===== src/rtl/pipe_pkg.sv =====
// Shared definitions for the MEM/WB stage: state encoding, RV32I load/store
// funct3 codes, and the legality/alignment rules used to gate memory requests.
package pipe_pkg;

  typedef enum logic {
    ST_IDLE   = 1'b0,
    ST_ACCESS = 1'b1
  } mem_state_e;

  localparam logic [2:0] LB  = 3'b000;
  localparam logic [2:0] LH  = 3'b001;
  localparam logic [2:0] LW  = 3'b010;
  localparam logic [2:0] LBU = 3'b100;
  localparam logic [2:0] LHU = 3'b101;
  localparam logic [2:0] SB  = 3'b000;
  localparam logic [2:0] SH  = 3'b001;
  localparam logic [2:0] SW  = 3'b010;

  function automatic logic f3_legal(input logic [2:0] f3, input logic is_store);
    logic ok;
    if (is_store) ok = (f3 == SB) || (f3 == SH) || (f3 == SW);
    else          ok = (f3 == LB) || (f3 == LH) || (f3 == LW) || (f3 == LBU) || (f3 == LHU);
    return ok;
  endfunction

  // funct3[1:0] encodes the access size for both loads and stores.
  function automatic logic f3_aligned(input logic [2:0] f3, input logic [1:0] off);
    logic ok;
    case (f3[1:0])
      2'b00:   ok = 1'b1;
      2'b01:   ok = ~off[0];
      default: ok = (off == 2'b00);
    endcase
    return ok;
  endfunction

endpackage


===== src/rtl/load_store_align.sv =====
// Byte-lane handling for the data-memory port: store strobes and lane
// replication, plus load byte/half extraction with sign or zero extension.
module load_store_align
  import pipe_pkg::*;
(
  input  logic [2:0]  st_funct3_i,
  input  logic [1:0]  st_off_i,
  input  logic [31:0] st_data_i,
  output logic [3:0]  st_strb_o,
  output logic [31:0] st_wdata_o,
  input  logic [2:0]  ld_funct3_i,
  input  logic [1:0]  ld_off_i,
  input  logic [31:0] ld_rdata_i,
  output logic [31:0] ld_data_o
);

  logic [7:0]  byte_sel;
  logic [15:0] half_sel;

  always_comb begin
    st_strb_o  = 4'b1111;
    st_wdata_o = st_data_i;
    case (st_funct3_i[1:0])
      2'b00: begin
        st_strb_o  = 4'b0001 << st_off_i;
        st_wdata_o = {4{st_data_i[7:0]}};
      end
      2'b01: begin
        st_strb_o  = 4'b0011 << st_off_i;
        st_wdata_o = {2{st_data_i[15:0]}};
      end
      default: ;
    endcase
  end

  always_comb begin
    byte_sel = ld_rdata_i[7:0];
    case (ld_off_i)
      2'd1:    byte_sel = ld_rdata_i[15:8];
      2'd2:    byte_sel = ld_rdata_i[23:16];
      2'd3:    byte_sel = ld_rdata_i[31:24];
      default: byte_sel = ld_rdata_i[7:0];
    endcase
    half_sel = ld_off_i[1] ? ld_rdata_i[31:16] : ld_rdata_i[15:0];
  end

  always_comb begin
    ld_data_o = ld_rdata_i;
    case (ld_funct3_i)
      LB:      ld_data_o = {{24{byte_sel[7]}}, byte_sel};
      LH:      ld_data_o = {{16{half_sel[15]}}, half_sel};
      LBU:     ld_data_o = {24'd0, byte_sel};
      LHU:     ld_data_o = {16'd0, half_sel};
      default: ld_data_o = ld_rdata_i;
    endcase
  end

endmodule


===== src/rtl/mem_wb.sv =====
// MEM stage plus MEM/WB register: issues one data-memory transaction per
// load/store, stalls upstream while it waits, and abandons it after WAIT_LIMIT.
module mem_wb
  import pipe_pkg::*;
#(
  parameter int WAIT_LIMIT = 16
) (
  input  logic        clk,
  input  logic        rst,
  input  logic        in_valid,
  input  logic        mem_rd,
  input  logic        mem_wr,
  input  logic [2:0]  funct3,
  input  logic [31:0] alu_out,
  input  logic [31:0] src2_st1,
  input  logic [4:0]  rd_addr_mem,
  input  logic        wb_en_mem,
  output logic        dm_req,
  output logic        dm_we,
  output logic [31:0] dm_addr,
  output logic [31:0] dm_wdata,
  output logic [3:0]  dm_wstrb,
  input  logic [31:0] dm_rdata,
  input  logic        dm_ready,
  output logic        stall,
  output logic [31:0] wb_data,
  output logic [4:0]  rd_addr_wb,
  output logic        wb_en_wb,
  output logic        misalign,
  output logic        bus_err,
  output logic        state_dbg
);

  localparam int CW = $clog2(WAIT_LIMIT + 1);

  // Handshake: dm_req stays high from ACCESS entry until the cycle dm_ready is
  // seen (transfer done) or the wait budget expires; request fields are
  // registered at entry so they cannot move while dm_req is high.
  mem_state_e    state_q, state_d;
  logic [CW-1:0] cnt_q, cnt_d;

  logic        in_access, is_mem, op_ok, start, bad, done, timeout;
  logic [2:0]  ld_f3_q;
  logic [1:0]  ld_off_q;
  logic [4:0]  ld_rd_q;
  logic        ld_wen_q, dm_we_q;
  logic [29:0] dm_word_q;
  logic [31:0] dm_wdata_q, wb_data_q, st_wdata, ld_data;
  logic [3:0]  dm_wstrb_q, st_strb;
  logic [4:0]  rd_addr_wb_q;
  logic        wb_en_wb_q, misalign_q, bus_err_q;

  assign in_access = (state_q == ST_ACCESS);
  assign is_mem    = mem_rd | mem_wr;
  assign op_ok     = f3_legal(funct3, mem_wr) & f3_aligned(funct3, alu_out[1:0]);
  assign start     = (state_q == ST_IDLE) & in_valid & is_mem & op_ok;
  assign bad       = (state_q == ST_IDLE) & in_valid & is_mem & ~op_ok;
  assign done      = in_access & dm_ready;
  assign timeout   = in_access & ~dm_ready & (cnt_q == CW'(WAIT_LIMIT - 1));

  always_ff @(posedge clk) begin
    if (rst) begin
      state_q <= ST_IDLE;
      cnt_q   <= '0;
    end else begin
      state_q <= state_d;
      cnt_q   <= cnt_d;
    end
  end

  always_comb begin
    state_d = state_q;
    cnt_d   = cnt_q;
    case (state_q)
      ST_IDLE: begin
        if (start) begin
          state_d = ST_ACCESS;
          cnt_d   = '0;
        end
      end
      ST_ACCESS: begin
        if (dm_ready || timeout) state_d = ST_IDLE;
        else                     cnt_d   = cnt_q + CW'(1);
      end
      default: state_d = ST_IDLE;
    endcase
  end

  load_store_align u_align (
    .st_funct3_i (funct3),
    .st_off_i    (alu_out[1:0]),
    .st_data_i   (src2_st1),
    .st_strb_o   (st_strb),
    .st_wdata_o  (st_wdata),
    .ld_funct3_i (ld_f3_q),
    .ld_off_i    (ld_off_q),
    .ld_rdata_i  (dm_rdata),
    .ld_data_o   (ld_data)
  );

  always_ff @(posedge clk) begin
    if (rst) begin
      ld_f3_q      <= '0;
      ld_off_q     <= '0;
      ld_rd_q      <= '0;
      ld_wen_q     <= 1'b0;
      dm_we_q      <= 1'b0;
      dm_word_q    <= '0;
      dm_wdata_q   <= '0;
      dm_wstrb_q   <= '0;
      wb_data_q    <= '0;
      rd_addr_wb_q <= '0;
      wb_en_wb_q   <= 1'b0;
      misalign_q   <= 1'b0;
      bus_err_q    <= 1'b0;
    end else begin
      misalign_q <= 1'b0;
      bus_err_q  <= 1'b0;
      wb_en_wb_q <= 1'b0;
      if (!in_access) begin
        if (in_valid && !is_mem) begin
          wb_data_q    <= alu_out;
          rd_addr_wb_q <= rd_addr_mem;
          wb_en_wb_q   <= wb_en_mem;
        end else if (bad) begin
          misalign_q <= 1'b1;
        end else if (start) begin
          ld_f3_q    <= funct3;
          ld_off_q   <= alu_out[1:0];
          ld_rd_q    <= rd_addr_mem;
          ld_wen_q   <= wb_en_mem & ~mem_wr;
          dm_we_q    <= mem_wr;
          dm_word_q  <= alu_out[31:2];
          dm_wdata_q <= st_wdata;
          dm_wstrb_q <= mem_wr ? st_strb : 4'b0000;
        end
      end else if (done) begin
        if (!dm_we_q) wb_data_q <= ld_data;
        rd_addr_wb_q <= ld_rd_q;
        wb_en_wb_q   <= ld_wen_q;
      end else if (timeout) begin
        bus_err_q <= 1'b1;
      end
    end
  end

  assign stall      = start | (in_access & ~dm_ready & ~timeout);
  assign dm_req     = in_access;
  assign dm_we      = in_access & dm_we_q;
  assign dm_addr    = {dm_word_q, 2'b00};
  assign dm_wdata   = dm_wdata_q;
  assign dm_wstrb   = dm_wstrb_q;
  assign wb_data    = wb_data_q;
  assign rd_addr_wb = rd_addr_wb_q;
  assign wb_en_wb   = wb_en_wb_q;
  assign misalign   = misalign_q;
  assign bus_err    = bus_err_q;
  assign state_dbg  = in_access;

endmodule


===== config.mk =====
export PLATFORM = sky130hd
export DESIGN_NAME = mem_wb
export DESIGN_NICKNAME = d
export VERILOG_FILES = /design/src/rtl/pipe_pkg.sv /design/src/rtl/load_store_align.sv /design/src/rtl/mem_wb.sv
export SDC_FILE = /design/constraint.sdc
export NUM_CORES = 1
export LEC_CHECK = 0
export ABC_AREA = 1
export CAP_MARGIN = 30
export CORE_UTILIZATION = 45
export DETAILED_ROUTE_END_ITERATION = 10
export GPL_TIMING_DRIVEN = 0
export MAX_ROUTING_LAYER = met4
export PLACE_DENSITY = 0.82
export SKIP_CTS_REPAIR_TIMING = 1
export SYNTH_ARGS = -nofsm -noshare
export SYNTH_HDL_FRONTEND = slang
export SYNTH_SLANG_ARGS = --single-unit

===== constraint.sdc =====
create_clock -name clk -period 3 [get_ports clk]
set_clock_uncertainty 0.05 [all_clocks]
set_input_delay 0.45 -clock clk [delete_from_list [all_inputs] [get_ports clk]]
set_output_delay 0.45 -clock clk [all_outputs]
set_load 0.05 [all_outputs]

; ---- Yosys cells after proc, flatten, opt, wreduce, memory -nomap -nowiden
; Cells that the tools add are included.
[word_totals]
inputBits = 111
ff_bits = 124
n_memories = 0
latch_bits = 0
romBits = 0
mem_bits_rw = 0
output_inout_bits = 112
[classes]
n_reduce_logical = 18
n_eq_ne = 16
order_cmp = 0
n_mux = 26
add_sub_neg = 1
div = 0
n_bitwise = 21
shifts = 2
mul = 0
[ops]
columns = op, count
row1 = two-way mux 32 bit, 4
row2 = case mux 32 bit (4 select lines), 1
row3 = case mux 32 bit (2 select lines), 1
row4 = two-way mux 5 bit, 5
row5 = case mux 8 bit (3 select lines), 1
row6 = two-way mux 16 bit, 1
row7 = == test 3 bit (second input constant), 4
row8 = AND 1 bit, 11
row9 = case mux 5 bit (2 select lines), 1
row10 = two-way mux 1 bit, 8
row11 = inverter 1 bit, 8
row12 = case mux 4 bit (2 select lines), 1
row13 = == test 3 x 1 -> 1 bit (second input constant), 2
row14 = zero test 3 bit, 2
row15 = inequality test 2 bit (second input constant), 3
row16 = OR reduction 3 bit, 2
row17 = adder 5 x 1 -> 5 bit (second input constant), 1
row18 = == test 5 x 4 -> 1 bit (second input constant), 1
row19 = logical OR 1 bit, 5
row20 = == test 2 x 1 -> 1 bit (second input constant), 2
row21 = == test 2 bit (second input constant), 2
row22 = zero test 2 bit, 2
row23 = two-way mux 4 bit, 1
row24 = case mux 1 bit (2 select lines), 2
row25 = other kinds (11), 13

; ---- Logic depth before layout (Yosys ltp)
; Gate-level depths: netlist (run 1).
[depth]
ltp_word = 11
ltp_mapped = 10

; ---- By module
; A second synthesis (run 1) with hierarchy kept.
[unflattened]
cells_unflattened = 935
hier_area_um2 = 6143.4
[by_module_without_submodules]
columns = mod, seq_area_each_um2, cells_per_inst, instances, area_each_um2
row1 = mem_wb, 2482.4, 698, 1, 4997.3
row2 = load_store_align, 0.0, 237, 1, 1146.1

; ---- Worst setup path after synthesis (run 1)
; No wires, ideal clock.
[synth_timing]
kind = flip-flop to output port
from = register state_q, in the netlist dm_req
to = output port stall
arrival_time_ns = 1.566
path_buffers = 0
path_stages_with_launch = 7
path_slack_ns = 0.934
cell_sequence = dfxtp_1 inv_2 nor2_1 inv_1 nor2_1 inv_1 nand2_1
[synth_between]
elab_chain_len = 5
word_cells_on_any_way = 9
cone_classes = bitwise: 9
[synth_lines]
columns = item, line
row1 = "start, declared", mem_wb.sv:39  ; mem_state_e state_q, state_d;
row2 = "start signal, assigned", mem_wb.sv:66  ; state_q <= state_d;
row3 = inverter 1 bit (no line) / AND 1 bit (equally long branches), --
row4 = "AND 1 bit, on equally long branches", "mem_wb.sv:56, mem_wb.sv:59"
row5 = AND 1 bit / inverter 1 bit (equally long branches), "mem_wb.sv:56, mem_wb.sv:147"
row6 = "AND 1 bit, on equally long branches", "mem_wb.sv:56, mem_wb.sv:147"
row7 = bitwise OR 1 bit (*), mem_wb.sv:147  ; assign stall = start | (in_access & ~dm_ready & ~timeout);
row8 = "end, declared", mem_wb.sv:25  ; output logic stall,
; Every way passes the cells marked *; elsewhere a longest branch is shown, timed or not.

; ---- Worst setup path after layout (run 1)
[layout_timing]
from = input port alu_out[1]
to = output port stall
[layout_between]
elab_chain_len = 5
[layout_lines]
columns = item, line
row1 = "start, declared", mem_wb.sv:14  ; input logic [31:0] alu_out,
row2 = zero test 2 bit, pipe_pkg.sv:32  ; default: ok = (off == 2'b00);
row3 = case mux 1 bit (2 select lines), pipe_pkg.sv:29  ; case (f3[1:0])
row4 = AND 1 bit, mem_wb.sv:55  ; assign op_ok = f3_legal(funct3, mem_wr) & f3_aligned(funct3, alu_out[1:0]);
row5 = AND 1 bit, mem_wb.sv:56  ; assign start = (state_q == ST_IDLE) & in_valid & is_mem & op_ok;
row6 = bitwise OR 1 bit, mem_wb.sv:147
; Every way passes these cells.

==> metrics.yaml, run 1 <==
finalWirelength_um: 19900
finalCritPeriodShare: 0.931
dieArea_mm2: 0.0130
dr.first_iter.drc_count: 523
cpPeakStageDelay_ns: 0.57
drtPass1Iterations: 7
comb_power_share: 0.227
ys_warn_count: 0
worst_setup_path_end_kind: "output pin"
rsz0062_at_grt: "no"
dp_hpwl_um: 14700
worstPathRequired_ns: 2.50
ys_ff_latch: 124
grt_pass1_vias: 6018
path_class: "input pin to output pin"
cts_buffers: 17
finalHoldViolCount: 0
p_int_w: 0.00335
power_switching_w: 0.00142
hold_start: "dm_word_q[19]$_SDFFE_PP0P_"
layout_commonest_cell: "nand2_1"
grt_pass1_wl_um: 30700
r2r_end: "wb_en_wb$_SDFF_PP0_"
area_growth_pct: 51.9
yosysUniqueCellTypes: 30
crit_path_start: "alu_out[1]"
power.leakage_nw: 3.36
vias: 6485
ir_drop_uv: 374
cts-htree-levels: 4
reg2reg_depth: 4
cp_slowest_cell: "clkdlybuf4s50_1"
dp.cells: 1191
whs_ns: 0.411
pwr-share-seq: 0.376
num-fill-cells: 1034
die_h_um: 114
path_cells: "clkdlybuf4s50_1 -> nor2_1 -> nand2_1 -> nand2_1 -> nand3_4 -> nand2_1 -> dlymetal6s2s_1"
status: "complete, no violations"
max_slew.worst_pin.slew_ns: 0.593
syn_area_mm2: 0.00565
cp.depth: 7
rrSetupSlack_ns: 0.91
hp-class: "register to register"
layout_common_cells: "nand2_1, clkdlybuf4s50_1, a21oi_1"
io_pins: 223
syn_avg_cell_area_um2: 7.02
drv_slew: 0
grt_remaining_overflow: 0
clk_latency_ns: 0.41
layout-drive-gt1-share: 0.0752
coreArea_mm2: 0.0121
place_congestion: 0.938
routedWlPerCell_um: 16.3
clock-sinks: 124
nets: 1155
vias_per_cell: 5.32
cp_max_fo: 10
cp-endpoint: "stall"
route.antenna.remaining_nets: 0
drc_errors: 0
die_w_um: 114
final_cell_count_no_fill: 1219
power.density_mw_per_mm2: 556
grt_max_degree: 17
postSynthCellCount: 804
drv_cap: 0
clock.fmax_mhz: 358
cts_root_buffer: "clkbuf_16"
r2r-start: "dm_req$_SDFF_PP0_"
numPortBuffers: 218
p_clk_frac: 0.398
switching_share: 0.298
crit_top_cell: "nand2_1"
antenna_found_initial: 0
start_util: 0.466
fin_crit_ns: 2.79
clk_pin_slew_ns: 0.05
cts_max_path_buffers: 2
grtUsageTotal: 0.317
rows: 40
antenna_cells: 0
slew_headroom: 0.603
arrival_ns: 2.29
critPathLaunchType: "input pin"
tritoncts: "built"
critPathBufInv: 2
finalSetupViolCount: 0
crit_family: "buffers and inverters"
ys_seq_area_frac: 0.440
## flip-flops by register name, indices dropped and copies added, names as in the netlist
signal / flops
bus_err: 1
cnt_q: 5
dm_req: 1
dm_wdata: 32
dm_we_q: 1
dm_word_q: 30
dm_wstrb: 4
ld_f3_q: 3
ld_off_q: 2
ld_rd_q: 5
ld_wen_q: 1
misalign: 1
rd_addr_wb: 5
wb_data: 32
wb_en_wb: 1
## area by class of cell
cell class / instances / area [um^2] / area share
clock inverter: 2 / 35.0 / 0.00408
timing repair buffer: 218 / 2180 / 0.255
inverter: 33 / 124 / 0.0144
buffer: 61 / 307 / 0.0357
multi-input combinational: 587 / 2740 / 0.319
clock buffer: 26 / 499 / 0.0582
tap: 168 / 210 / 0.0245
sequential: 124 / 2480 / 0.289
## per-layer routing
metal,GRT usage,share of wire,vias up
met5,-,0,-
met4,0.118,0.023,0
met3,0.0712,0.084,34
met2,0.497,0.47,293
met1,0.399,0.42,3007
li1,-,-,3151
## power by group through the flow
stage / Combinational (W) / Clock, W / Sequential [W]
2_1_floorplan: 0.000357 / 0 / 0.00209
3_3_place_gp: 0.00106 / 0 / 0.00182
3_5_place_dp: 0.00107 / 0 / 0.00182
4_1_cts: 0.00108 / 0.00190 / 0.00179
5_1_grt: 0.00116 / 0.00197 / 0.00180
6_report: 0.00108 / 0.00190 / 0.00179
## worst min path at each step
stage | slack [ns] | cells past startpoint | end
finish | 0.41 | 2 | dm_word_q[19]$_SDFFE_PP0P_
global placement | 0.40 | 2 | cnt_q[4]$_SDFFE_PP0P_
floorplan | 0.39 | 2 | cnt_q[4]$_SDFFE_PP0P_
detailed placement | 0.40 | 2 | cnt_q[4]$_SDFFE_PP0P_
CTS | 0.40 | 5 | dm_wdata[16]$_SDFFE_PP0P_
global route | 0.43 | 2 | dm_wdata[1]$_SDFFE_PP0P_
## worst min-delay path: cells and delay by family, from the launching register on
kind | cells | cell delay [ns]
AOI/OAI and AO/OA | 1 | 0.06
DFF | 1 | 0.30
and+or+nand+nor | 1 | 0.06
## metrics by stage
stage	total power, W	instance area (um^2)	setup TNS (ns)	utilization	setup slack (ns)
after detailed placement	0.00289	8040	-0.177	0.664	-0.177
final	0.00477	8580	0	0.708	0.207
after global routing	0.00493	8580	0	0.708	0.0266
after CTS	0.00477	8580	-0.188	0.708	-0.188
after global placement	0.00288	8040	-0.152	0.664	-0.152
after floorplan	0.00245	5650	0	-	0.934
## cell families (layout without fill, tap and decap cells)
| kind of cell | count (synthesis) | count (layout) | share of synthesized area |
|---|---|---|---|
| flip-flops | 124 | 124 | 0.440 |
| AND/OR/NAND/NOR | 317 | 317 | 0.235 |
| other | 1 | 2 | 0.000664 |
| buffers and inverters | 94 | 340 | 0.0762 |
| AO/OA/AOI/OAI | 266 | 266 | 0.244 |
| adder cells (fa/ha/maj) | 2 | 2 | 0.00443 |
## Yosys cell counts, drive strengths merged
library cell	instances	area share
nor2	19	0.014
inv	32	0.021
and3	1	0.0011
ha	2	0.0044
clkinv	1	0.00066
a22oi	8	0.011
conb	1	0.00066
nor3	2	0.0027
nand2	239	0.16
clkbuf	31	0.021
a211oi	1	0.0013
o21ai	85	0.075
nand3	39	0.039
a21oi	159	0.14
dfxtp	124	0.44
buf	30	0.034
or2	17	0.019
o211ai	8	0.011
a31oi	5	0.0055
(Power assumes the default switching activity.)
==> run 2, diff against run 1 <==
--- a/config.mk
+++ b/config.mk
@@ -9,9 +9,9 @@
 export CAP_MARGIN = 30
 export CORE_UTILIZATION = 45
 export DETAILED_ROUTE_END_ITERATION = 10
+export DONT_BUFFER_PORTS = 1
 export GPL_TIMING_DRIVEN = 0
 export MAX_ROUTING_LAYER = met4
-export PLACE_DENSITY = 0.82
 export SKIP_CTS_REPAIR_TIMING = 1
 export SYNTH_ARGS = -nofsm -noshare
 export SYNTH_HDL_FRONTEND = slang
==> metrics.yaml, run 2 (synthesis results as in run 1) <==
finalWirelength_um: 18500
finalHoldViolCount: 0
drv_slew: 0
critPathLaunchType: "register"
tritoncts: "built"
cts_buffers: 17
crit_path_start: "dm_req$_SDFF_PP0_"
dp.cells: 973
layout_commonest_cell: "nand2_1"
cp_slowest_cell: "dfxtp_2"
cp_max_fo: 9
design_area_mm2: 0.00647
path_cells: "inv_2 -> nor2_1 -> inv_1 -> nor2_1 -> inv_1 -> nand2_1"
io_pins: 223
finalSetupViolCount: 0
drv_cap: 0
comb_power_share: 0.101
drtPass1Iterations: 5
numPortBuffers: 0
status: "complete, no violations"
slew_headroom: 0.581
antenna_cells: 0
dr.first_iter.drc_count: 462
worstPathRequired_ns: 2.50
vias: 5544
max_slew.worst_pin.slew_ns: 0.627
route.antenna.remaining_nets: 0
ir_drop_uv: 406
dieArea_mm2: 0.0130
p_int_w: 0.00328
p_clk_frac: 0.452
placed_area_mm2: 0.00586
clock.fmax_mhz: 383
clk_latency_ns: 0.42
place_congestion: 0.880
routedWlPerCell_um: 18.4
cts-htree-levels: 4
grt_max_degree: 17
arrival_ns: 2.11
cts_max_path_buffers: 2
power.leakage_nw: 2.58
antenna_found_initial: 0
worst_setup_path_end_kind: "output pin"
grt_pass1_vias: 5409
final_cell_count_no_fill: 1005
clk_pin_slew_ns: 0.06
die_w_um: 114
layout_common_cells: "nand2_1, a21oi_1, dfxtp_1"
hp-class: "input pin to register"
r2r-start: "dm_req$_SDFF_PP0_"
nets: 937
rows: 40
path_class: "register to output pin"
grt_remaining_overflow: 0
hold_start: "alu_out[15]"
finalCritPeriodShare: 0.870
critPathBufInv: 3
clock-sinks: 124
coreArea_mm2: 0.0121
switching_share: 0.294
finalSetupTns_ns: 0
rsz0062_at_grt: "no"
dp_hpwl_um: 14000
layout-drive-gt1-share: 0.100
crit_family: "simple AND/OR/NAND/NOR gates"
power_switching_w: 0.00137
cpPeakStageDelay_ns: 0.67
pwr-share-seq: 0.447
grtUsageTotal: 0.300
die_h_um: 114
power.density_mw_per_mm2: 719
vias_per_cell: 5.52
start_util: 0.466
fin_crit_ns: 2.61
cts_root_buffer: "clkbuf_16"
area_growth_pct: 14.6
grt_pass1_wl_um: 28700
drc_errors: 0
## run 2: cell types whose count changed in the layout (fill, tap and decap cells not counted)
cell and delta:
clkdlybuf4s50_1 -217, bufinv_16 +2, clkinv_2 +1, clkinvlp_4 +1, dfxtp_1 -1, dfxtp_2 +1, dlymetal6s2s_1 -1
## run 2: layout make-up
class	count	area (um^2)
plain buffers	61	307
clock buffers	26	499
clock inverters	6	108
fillers	1286	5640
inverters	33	124
multi-input cells	587	2740
flip-flops and latches	124	2480
well taps	168	210
## run 2: per-layer routing
layer | share of wire | wire length [um] | global-route usage | vias to the layer above
met2 | 0.46 | 8430 | 0.463 | 220
met4 | 0.021 | 385 | 0.106 | 0
met5 | 0 | 0 | - | -
met1 | 0.43 | 7960 | 0.369 | 2576
li1 | - | - | - | 2723
met3 | 0.092 | 1700 | 0.0967 | 25
## run 2: final timing paths
| path | to | slack, ns | cells after the start |
|---|---|---|---|
| worst max register to register | cnt_q[1]$_SDFFE_PP0P_ | 0.77 | 9 |
| worst min-delay path | dm_word_q[13]$_SDFFE_PP0P_ | 0.11 | 2 |
| worst min register to register | ld_rd_q[2]$_SDFFE_PP0P_ | 0.42 | 2 |
| worst max-delay path | stall | 0.39 | 6 |
## run 2: power by group through the flow
| stage | logic [W] | registers, W | clock network (W) |
|---|---|---|---|
| finish | 0.000469 | 0.00208 | 0.00211 |
| global route | 0.000534 | 0.00209 | 0.00222 |
| CTS | 0.000468 | 0.00208 | 0.00212 |
| detailed placement | 0.000465 | 0.00211 | 0 |
| global placement | 0.000455 | 0.00211 | 0 |
| floorplan | 0.000357 | 0.00209 | 0 |
## run 2: metrics by stage
stage	worst slack, ns	hold slack, ns	util	total power (W)
floorplan	0.934	0.391	-	0.00245
global placement	0.523	0.402	0.484	0.00257
global route	0.229	0.0991	0.534	0.00484
finish	0.390	0.107	0.534	0.00465
detailed placement	0.487	0.408	0.484	0.00258
CTS	0.0493	0.101	0.534	0.00467
## run 2: worst register-to-register path, stage by stage, from the launching register on
cell and delay (ns):
dfxtp_2 0.67, inv_2 0.13, nor2_1 0.13, inv_1 0.07
nor2_1 0.12, inv_1 0.09, nand2_1 0.48, inv_1 0.17
a21oi_1 0.15, nor2_1 0.05
==> run 3, diff against run 2 <==
--- a/config.mk
+++ b/config.mk
@@ -12,6 +12,7 @@
 export DONT_BUFFER_PORTS = 1
 export GPL_TIMING_DRIVEN = 0
 export MAX_ROUTING_LAYER = met4
+export PLACE_DENSITY = 0.57
 export SKIP_CTS_REPAIR_TIMING = 1
 export SYNTH_ARGS = -nofsm -noshare
 export SYNTH_HDL_FRONTEND = slang
==> metrics.yaml, run 3 (synthesis results as in run 1) <==
drtPass1Iterations: 5
clock.fmax_mhz: 392
slew_headroom: 0.576
design_area_mm2: 0.00647
layout-drive-gt1-share: 0.100
fin_crit_ns: 2.55
nets: 937
cp_slowest_cell: "dfxtp_2"
grt_remaining_overflow: 0
drv_cap: 0
cts_root_buffer: "clkbuf_16"
numPortBuffers: 0
drc_errors: 0
placed_area_mm2: 0.00586
drv_slew: 0
cts-htree-levels: 4
ir_drop_uv: 367
clk_pin_slew_ns: 0.06
grt_pass1_wl_um: 28200
dr.first_iter.drc_count: 321
worstPathRequired_ns: 2.50
met2_usage: 0.445
dp_hpwl_um: 14200
top_usage_layer: "met2"
die_h_um: 114
start_util: 0.466
area_growth_pct: 14.5
use_met3: 0.103
layout_common_cells: "nand2_1, a21oi_1, dfxtp_1"
clk_latency_ns: 0.42
finalWirelength_um: 18800
max_slew.worst_pin.slew_ns: 0.634
coreArea_mm2: 0.0121
cts_max_path_buffers: 2
arrival_ns: 2.05
worst_setup_path_end_kind: "output pin"
use_met1: 0.368
finalSetupTns_ns: 0
grtUsageTotal: 0.297
grt_max_degree: 17
cts_buffers: 17
hp-class: "input pin to register"
power.density_mw_per_mm2: 720
cpPeakStageDelay_ns: 0.66
crit_family: "simple AND/OR/NAND/NOR gates"
clock-sinks: 124
place_congestion: 0.910
antenna_cells: 0
hold_depth: 2
power.leakage_nw: 2.58
rows: 40
layout_commonest_cell: "nand2_1"
critPathLaunchType: "register"
die_w_um: 114
finalCritPeriodShare: 0.851
cp_max_fo: 9
antenna_found_initial: 0
routedWlPerCell_um: 18.7
post-route-util: 0.534
vias: 5585
io_pins: 223
path_cells: "inv_2 -> nor2_1 -> inv_1 -> nor2_1 -> inv_1 -> nand2_1"
reg2reg_depth: 9
dp_slack_ns: 0.477
dieArea_mm2: 0.0130
finalSetupViolCount: 0
status: "complete, no violations"
cp.depth: 6
route.antenna.remaining_nets: 0
path_class: "register to output pin"
tritoncts: "built"
num-fill-cells: 1235
rsz0062_at_grt: "no"
critPathBufInv: 3
setup_ws_ns: 0.448
whs_ns: 0.104
grt_pass1_vias: 5284
vias_per_cell: 5.56
finalHoldViolCount: 0
==> run 3: layer usage <==
layer | up-vias | part of all wire
met3 | 30 | 0.098
met2 | 246 | 0.45
li1 | 2718 | -
met4 | 0 | 0.020
met1 | 2591 | 0.43
met5 | - | 0
==> run 3: through the flow <==
| step | std cells | power, W |
|---|---|---|
| global placement | 973 | 0.00257 |
| CTS | 1004 | 0.00467 |
| floorplan | 805 | 0.00245 |
| finish | 1004 | 0.00466 |
| global route | 1004 | 0.00484 |
| detailed placement | 973 | 0.00258 |
==> run 3: power by group <==
part / internal (W) / switching, W / total [W]
combinational: 0.000153 / 0.000320 / 0.000473
sequential: 0.00174 / 0.000339 / 0.00208
clock: 0.00139 / 0.000717 / 0.00210
==> run 3: final cells by class <==
cell class / count / area [um^2] / area share
Multi-Input combinational cell: 587 / 2740 / 0.423
Sequential cell: 124 / 2480 / 0.384
Clock buffer: 25 / 495 / 0.0766
Buffer: 61 / 307 / 0.0474
Tap cell: 168 / 210 / 0.0325
Inverter: 33 / 124 / 0.0192
Clock inverter: 6 / 109 / 0.0168
==> run 3: final timing paths <==
kind                         start                          to  slack [ns]
min reg2reg  cnt_q[4]$_SDFFE_PP0P_       cnt_q[4]$_SDFFE_PP0P_        0.41
max              dm_req$_SDFF_PP0_                       stall        0.45
max reg2reg      dm_req$_SDFF_PP0_       cnt_q[1]$_SDFFE_PP0P_        0.82
min                    alu_out[15]  dm_word_q[13]$_SDFFE_PP0P_        0.10
==> run 3: worst reg2reg max path, delay by kind of cell, from the launching register on <==
family | cells | cell delay (ns)
buf+inv | 4 | 0.45
compound gates | 1 | 0.16
flops | 1 | 0.66
simple gates | 4 | 0.75
==> variant 1: new RTL, settings of run 3 <==
Set the parameter `WAIT_LIMIT` to 32 (it was 16).
--- a/src/rtl/mem_wb.sv
+++ b/src/rtl/mem_wb.sv
@@ -4,5 +4,5 @@
   import pipe_pkg::*;
 #(
-  parameter int WAIT_LIMIT = 16
+  parameter int WAIT_LIMIT = 32
 ) (
   input  logic        clk,
Function: same outputs for any inputs over 4 cycles, from zero or initial values and one cycle with rst high; that may be too few to reach the edited logic, so the function may still have changed.
==> variant 1 against run 3 <==
- synthesized area up 2.6%
- wire length up 0.62%
- non-clock buffer count down 2
- design area up 2.2%
- worst setup slack worse by 0.14 ns
- sequential cell count up 1
- first-iteration DRC count down 2.2%
- power down 0.29%
- largest power group is now registers
==> variant 1: results (changes against run 3) <==
| Metric | Value |
|---|---|
| ANT cells | `0 (unchanged)` |
| Initial antenna violation count | `0 (unchanged)` |
| Placed cells | `993 (+2.1%)` |
| CTS H-tree depth | `4 (unchanged)` |
| Peak supply drop | `0.000307 V (-17%)` |
| Synth area leaders | `dfxtp_1 (43%), nand2_1 (17%), a21oi_1 (14%), o21ai_0 (5.2%), nand3_1 (2.9%)` |
| Hold Path End | `bus_err` |
| Root Driver | `clkbuf_16` |
| Synth cell types | `34 (+13%)` |
| Sequential-to-total area share from yosys stat | `43.2% (-0.76 points)` |
| Worst Hold Slack | `0.0602 ns (-0.0436 ns)` |
| HPWL after DPL | `14400 um (+1.6%)` |
| Vias post-DR | `5652 (+1.2%)` |
| Worst R2R End | `cnt_q[1]` |
| TritonCTS Buffers | `17 (unchanged)` |
| Leakage | `2.66 nW (+3.3%)` |
| R2r startpoint | `dm_req` |
| Worst Tran Pin Value | `0.915 ns (+0.280 ns)` |
| Maximum clock insertion buffer count | `2 (unchanged)` |
| Total GRT Usage | `29.2% (-0.50 points)` |
| Biggest cell delay along the critical path | `0.91 ns (+0.25 ns)` |
| Crit Path Max Fanout | `9 (unchanged)` |
| Critical path's slowest cell | `dfxtp_1` |
| Hold_sp | `dm_ready` |
| Worst r2r path cells | `7 (-2)` |
| Largest net degree at the start of global routing | `17 (unchanged)` |
| Count of yosys warnings during synthesis | `0 (unchanged)` |
| Run status | `finished clean` |
| Vias per cell | `5.52 (-0.68%)` |
| Fin. max-slew vios | `0 (unchanged)` |
| Worst-path clk slew | `0.06 ns (about the same)` |
| Skew-Pair Late Insertion Delay | `0.42 ns (about the same)` |
| Hold Crit Depth | `1 (-1)` |
| Most instantiated cells after synthesis | `nand2_1 (261), a21oi_1 (159), dfxtp_1 (125)` |
| First DRT Iteration DRCs | `314 (-2.2%)` |
| Cell Area, Placed | `0.00601 sq mm (+2.6%)` |
| Drt pass-1 iters | `7 (+2)` |
| Delay-heaviest family, CP | `flip-flops` |
| Setup WS pre-CTS | `0.671 ns (+0.194 ns)` |
| Worst Hold Class | `in2reg` |
| First-pass GRT wire length | `28200 um (about the same)` |
| Port Buffer Count | `0 (unchanged)` |
| Layout Nets | `952 (+1.6%)` |
| Fraction of registers with async set/reset | `0% (unchanged)` |
| WL final | `18900 um (+0.62%)` |
| Layout cell share with drive strength beyond 1 | `11.6% (+1.6 points)` |
| Crit path DAT | `2.19 ns (+0.14 ns)` |
| Cells after Synth | `820 (+2.0%)` |
| Final GP Congestion | `0.865 (-5.0%)` |
| Reg2Reg Setup Slack | `0.65 ns (-0.17 ns)` |
| Vias in the first global route | `5319 (+0.66%)` |
variant 1: changes by cell type after synthesis, moves of 2 or more:
| cell | change |
|---|---|
| o21ai_0 | -19 |
| o21ai_1 | +13 |
| clkbuf_1 | -11 |
| nand3_1 | -2 |
| buf_6 | +6 |
| buf_2 | +3 |
| nand2_1 | +23 |
variant 1: layer usage:
metal / vias to the layer above / track usage [%] / wire [um]
li1: 2761 / - / -
met1: 2631 / 34.1 / 7890
met2: 234 / 47.5 / 9070
met3: 26 / 9.15 / 1630
met4: 0 / 9.52 / 325
met5: - / - / 0
variant 1: layout make-up:
cell class                 count  area (sq um)
tap                          172           215
multi-input combinational    603          2820
inverter                      34           130
sequential                   125          2500
clock inverter                 5          80.1
buffer                        59           349
clock buffer                  25           515
fill                        1261          5960
variant 1: cells by family (layout without fill, tap and decap cells):
group | count (synthesis) | in the layout | share of synthesized area (%)
AO/OA/AOI/OAI | 258 | 258 | 23.0
XOR/XNOR | 1 | 1 | 0.151
adder cells (fa/ha/maj) | 1 | 1 | 0.216
buffers and inverters | 93 | 123 | 8.27
flip-flops | 125 | 125 | 43.2
other | 1 | 2 | 0.0647
AND/OR/NAND/NOR | 341 | 341 | 25.1
variant 1: worst max path at each step:
stage / slack [ns] / start / cells past startpoint / end
global route: 0.18 / dm_req / 4 / stall
detailed placement: 0.67 / dm_req / 7 / cnt_q[1]
floorplan: 1.15 / dm_req / 4 / stall
global placement: 0.68 / dm_req / 7 / cnt_q[1]
CTS: 0.30 / dm_req / 4 / stall
finish: 0.31 / dm_req / 4 / stall
variant 1: where the power goes:
group	switching, mW	internal, mW	leakage [nW]	total, mW
registers	0.335	1.75	1.02	2.08
logic	0.323	0.166	1.36	0.489
clock network	0.724	1.34	0.287	2.07
==> variant 2: new RTL, config.mk and constraints of run 3 <==
Without the edit above. Reset style: asynchronous (`rst`), changed in 2 clocked blocks.
--- a/src/rtl/mem_wb.sv
+++ b/src/rtl/mem_wb.sv
@@ -59,5 +59,5 @@
   assign timeout   = in_access & ~dm_ready & (cnt_q == CW'(WAIT_LIMIT - 1));
 
-  always_ff @(posedge clk) begin
+  always_ff @(posedge clk or posedge rst) begin
     if (rst) begin
       state_q <= ST_IDLE;
@@ -99,5 +99,5 @@
   );
 
-  always_ff @(posedge clk) begin
+  always_ff @(posedge clk or posedge rst) begin
     if (rst) begin
       ld_f3_q      <= '0;
Behaviour: differs if rst is asserted again (counterexample within 4 cycles, from zero or initial values and one cycle with rst high); with rst held inactive, the same outputs for 4 cycles.
==> variant 2 against run 3 <==
- sequential cell count unchanged
- worst setup slack worse by 0.24 ns
- utilization is 0.45 points lower
- wire length is 3.5% lower
- via count is 2.2% lower
- synthesized area up 9.1%
- design area up 8.8%
- critical path type unchanged
Power is not compared: it rests on default switching activity, and its combinational part moved more than twofold at a synthesized area within 25%.
==> variant 2: results (changes against run 3) <==
| Metric | Value |
|---|---|
| Run status | `finished clean` |
| HPWL after DPL | `14000 um (-0.96%)` |
| Nonclk buf count | `50 (-18%)` |
| Vias in the first global route | `5392 (+2.0%)` |
| Total GRT Usage | `27.6% (-2.1 points)` |
| Largest net degree at the start of global routing | `43 (+26)` |
| Clkbuf count | `27 (+8.0%)` |
| Hold_sp | `alu_out[6]` |
| Fraction of registers with async set/reset | `100% (+100 points)` |
| Final GP Congestion | `0.894 (-1.8%)` |
| R2r startpoint | `dm_req` |
| Commonest register cell after synthesis | `dfrtp_1` |
| Hold Path End | `dm_word_q[4]` |
| Signal inverters | `56 (+70%)` |
| Number of fill cells | `1284 (+4.0%)` |
| Seq. cell area | `0.00310 sq mm (+25%)` |
| Most instantiated cells after synthesis | `nand2_1 (292), dfrtp_1 (124), a21oi_1 (116)` |
| Worst r2r path cells | `8 (-1)` |
| Final std cell area, no fill | `0.00704 sq mm (+8.8%)` |
| Synth area leaders | `dfrtp_1 (50%), nand2_1 (18%), a21oi_1 (9.4%), o21ai_1 (3.7%), inv_1 (2.9%)` |
| Vias per cell | `5.40 (-2.9%)` |
| Biggest cell delay along the critical path | `0.56 ns (-0.10 ns)` |
| CTS H-tree depth | `4 (unchanged)` |
| Comb_multi_in | `573 (-2.4%)` |
| Worst R2R End | `dm_word_q[14]` |
| Cell Area, Placed | `0.00645 sq mm (+10%)` |
| FF+latch count | `124 (unchanged)` |
| TritonCTS Buffers | `17 (unchanged)` |
| Relative slew margins | `55.5% (-2.1 points)` |
| First-pass GRT wire length | `29000 um (+3.1%)` |
| Hold Crit Depth | `2 (unchanged)` |
| Critical path's slowest cell | `dfrtp_2` |
| Layout cell share with drive strength beyond 1 | `10.3% (+0.25 points)` |
| Drt pass-1 iters | `5 (unchanged)` |
| Fraction of area in clock buffers and inverters | `8.21% (-1.1 points)` |
| Initial antenna violation count | `0 (unchanged)` |
| Worst Hold Slack | `0.0953 ns (-0.00842 ns)` |
| Reg2Reg Setup Slack | `0.99 ns (+0.17 ns)` |
| Sequential-to-total area share from yosys stat | `50.4% (+6.4 points)` |
| Synth cell types | `32 (+6.7%)` |
| WL final | `18100 um (-3.5%)` |
| Crit path DAT | `2.29 ns (+0.24 ns)` |
| Buffer share of cell area | `5.01% (+0.27 points)` |
| Layout Nets | `935 (-0.21%)` |
| Multi-input combinational area share | `36.5% (-5.8 points)` |
| Vias post-DR | `5461 (-2.2%)` |
| First DRT Iteration DRCs | `335 (+4.4%)` |
| Tapcell count | `176 (+4.8%)` |
| Crit Path Max Fanout | `10 (+1)` |
[variant 2: cell count changes after synthesis, moves of 17 or more]
cell	change
a21oi_1	-43
o21ai_0	-65
or2_2	-17
nand2_1	+54
o21ai_1	+40
inv_1	+20
dfxtp_1	-124
nor2_1	+20
dfrtp_1	+124
[variant 2: report_power, final]
part	switching [mW]	leakage (nW)	internal (mW)	total [mW]
clock	0.714	0.280	1.27	1.98
combinational	0.754	1.71	0.412	1.17
sequential	1.79	1.53	2.09	3.88
[variant 2: worst max path at each step]
stage / startpoint / endpoint / slack, ns / cells after the start
floorplan: dm_req / stall / 0.72 / 7
global placement: dm_req / stall / 0.31 / 7
detailed placement: dm_req / stall / 0.33 / 7
CTS: dm_req / stall / -0.13 / 7
global route: dm_req / stall / 0.10 / 7
finish: dm_req / stall / 0.21 / 7
[variant 2: layer usage]
| metal | wire [um] | global-route usage [%] | part of all wire, % | up-vias |
|---|---|---|---|---|
| li1 | - | - | - | 2628 |
| met1 | 7990 | 35.9 | 44 | 2566 |
| met2 | 8160 | 40.6 | 45 | 233 |
| met3 | 1550 | 8.19 | 8.5 | 34 |
| met4 | 427 | 10.1 | 2.4 | 0 |
| met5 | 0 | - | 0 | - |
[variant 2: cells by family (layout without fill, tap and decap cells)]
group	count (synthesis)	after routing	synth area share (%)
XOR/XNOR	1	1	0.142
other	1	2	0.0609
AO/OA/AOI/OAI	190	190	16.0
flip-flops	124	124	50.4
buffers and inverters	102	138	8.00
adder cells (fa/ha/maj)	2	2	0.406
AND/OR/NAND/NOR	378	378	25.0
[variant 2: through the flow]
step / worst slack (ns) / instances
floorplan: 0.718 / 799
global placement: 0.314 / 975
detailed placement: 0.332 / 978
CTS: -0.134 / 1010
global route: 0.101 / 1011
finish: 0.209 / 1011
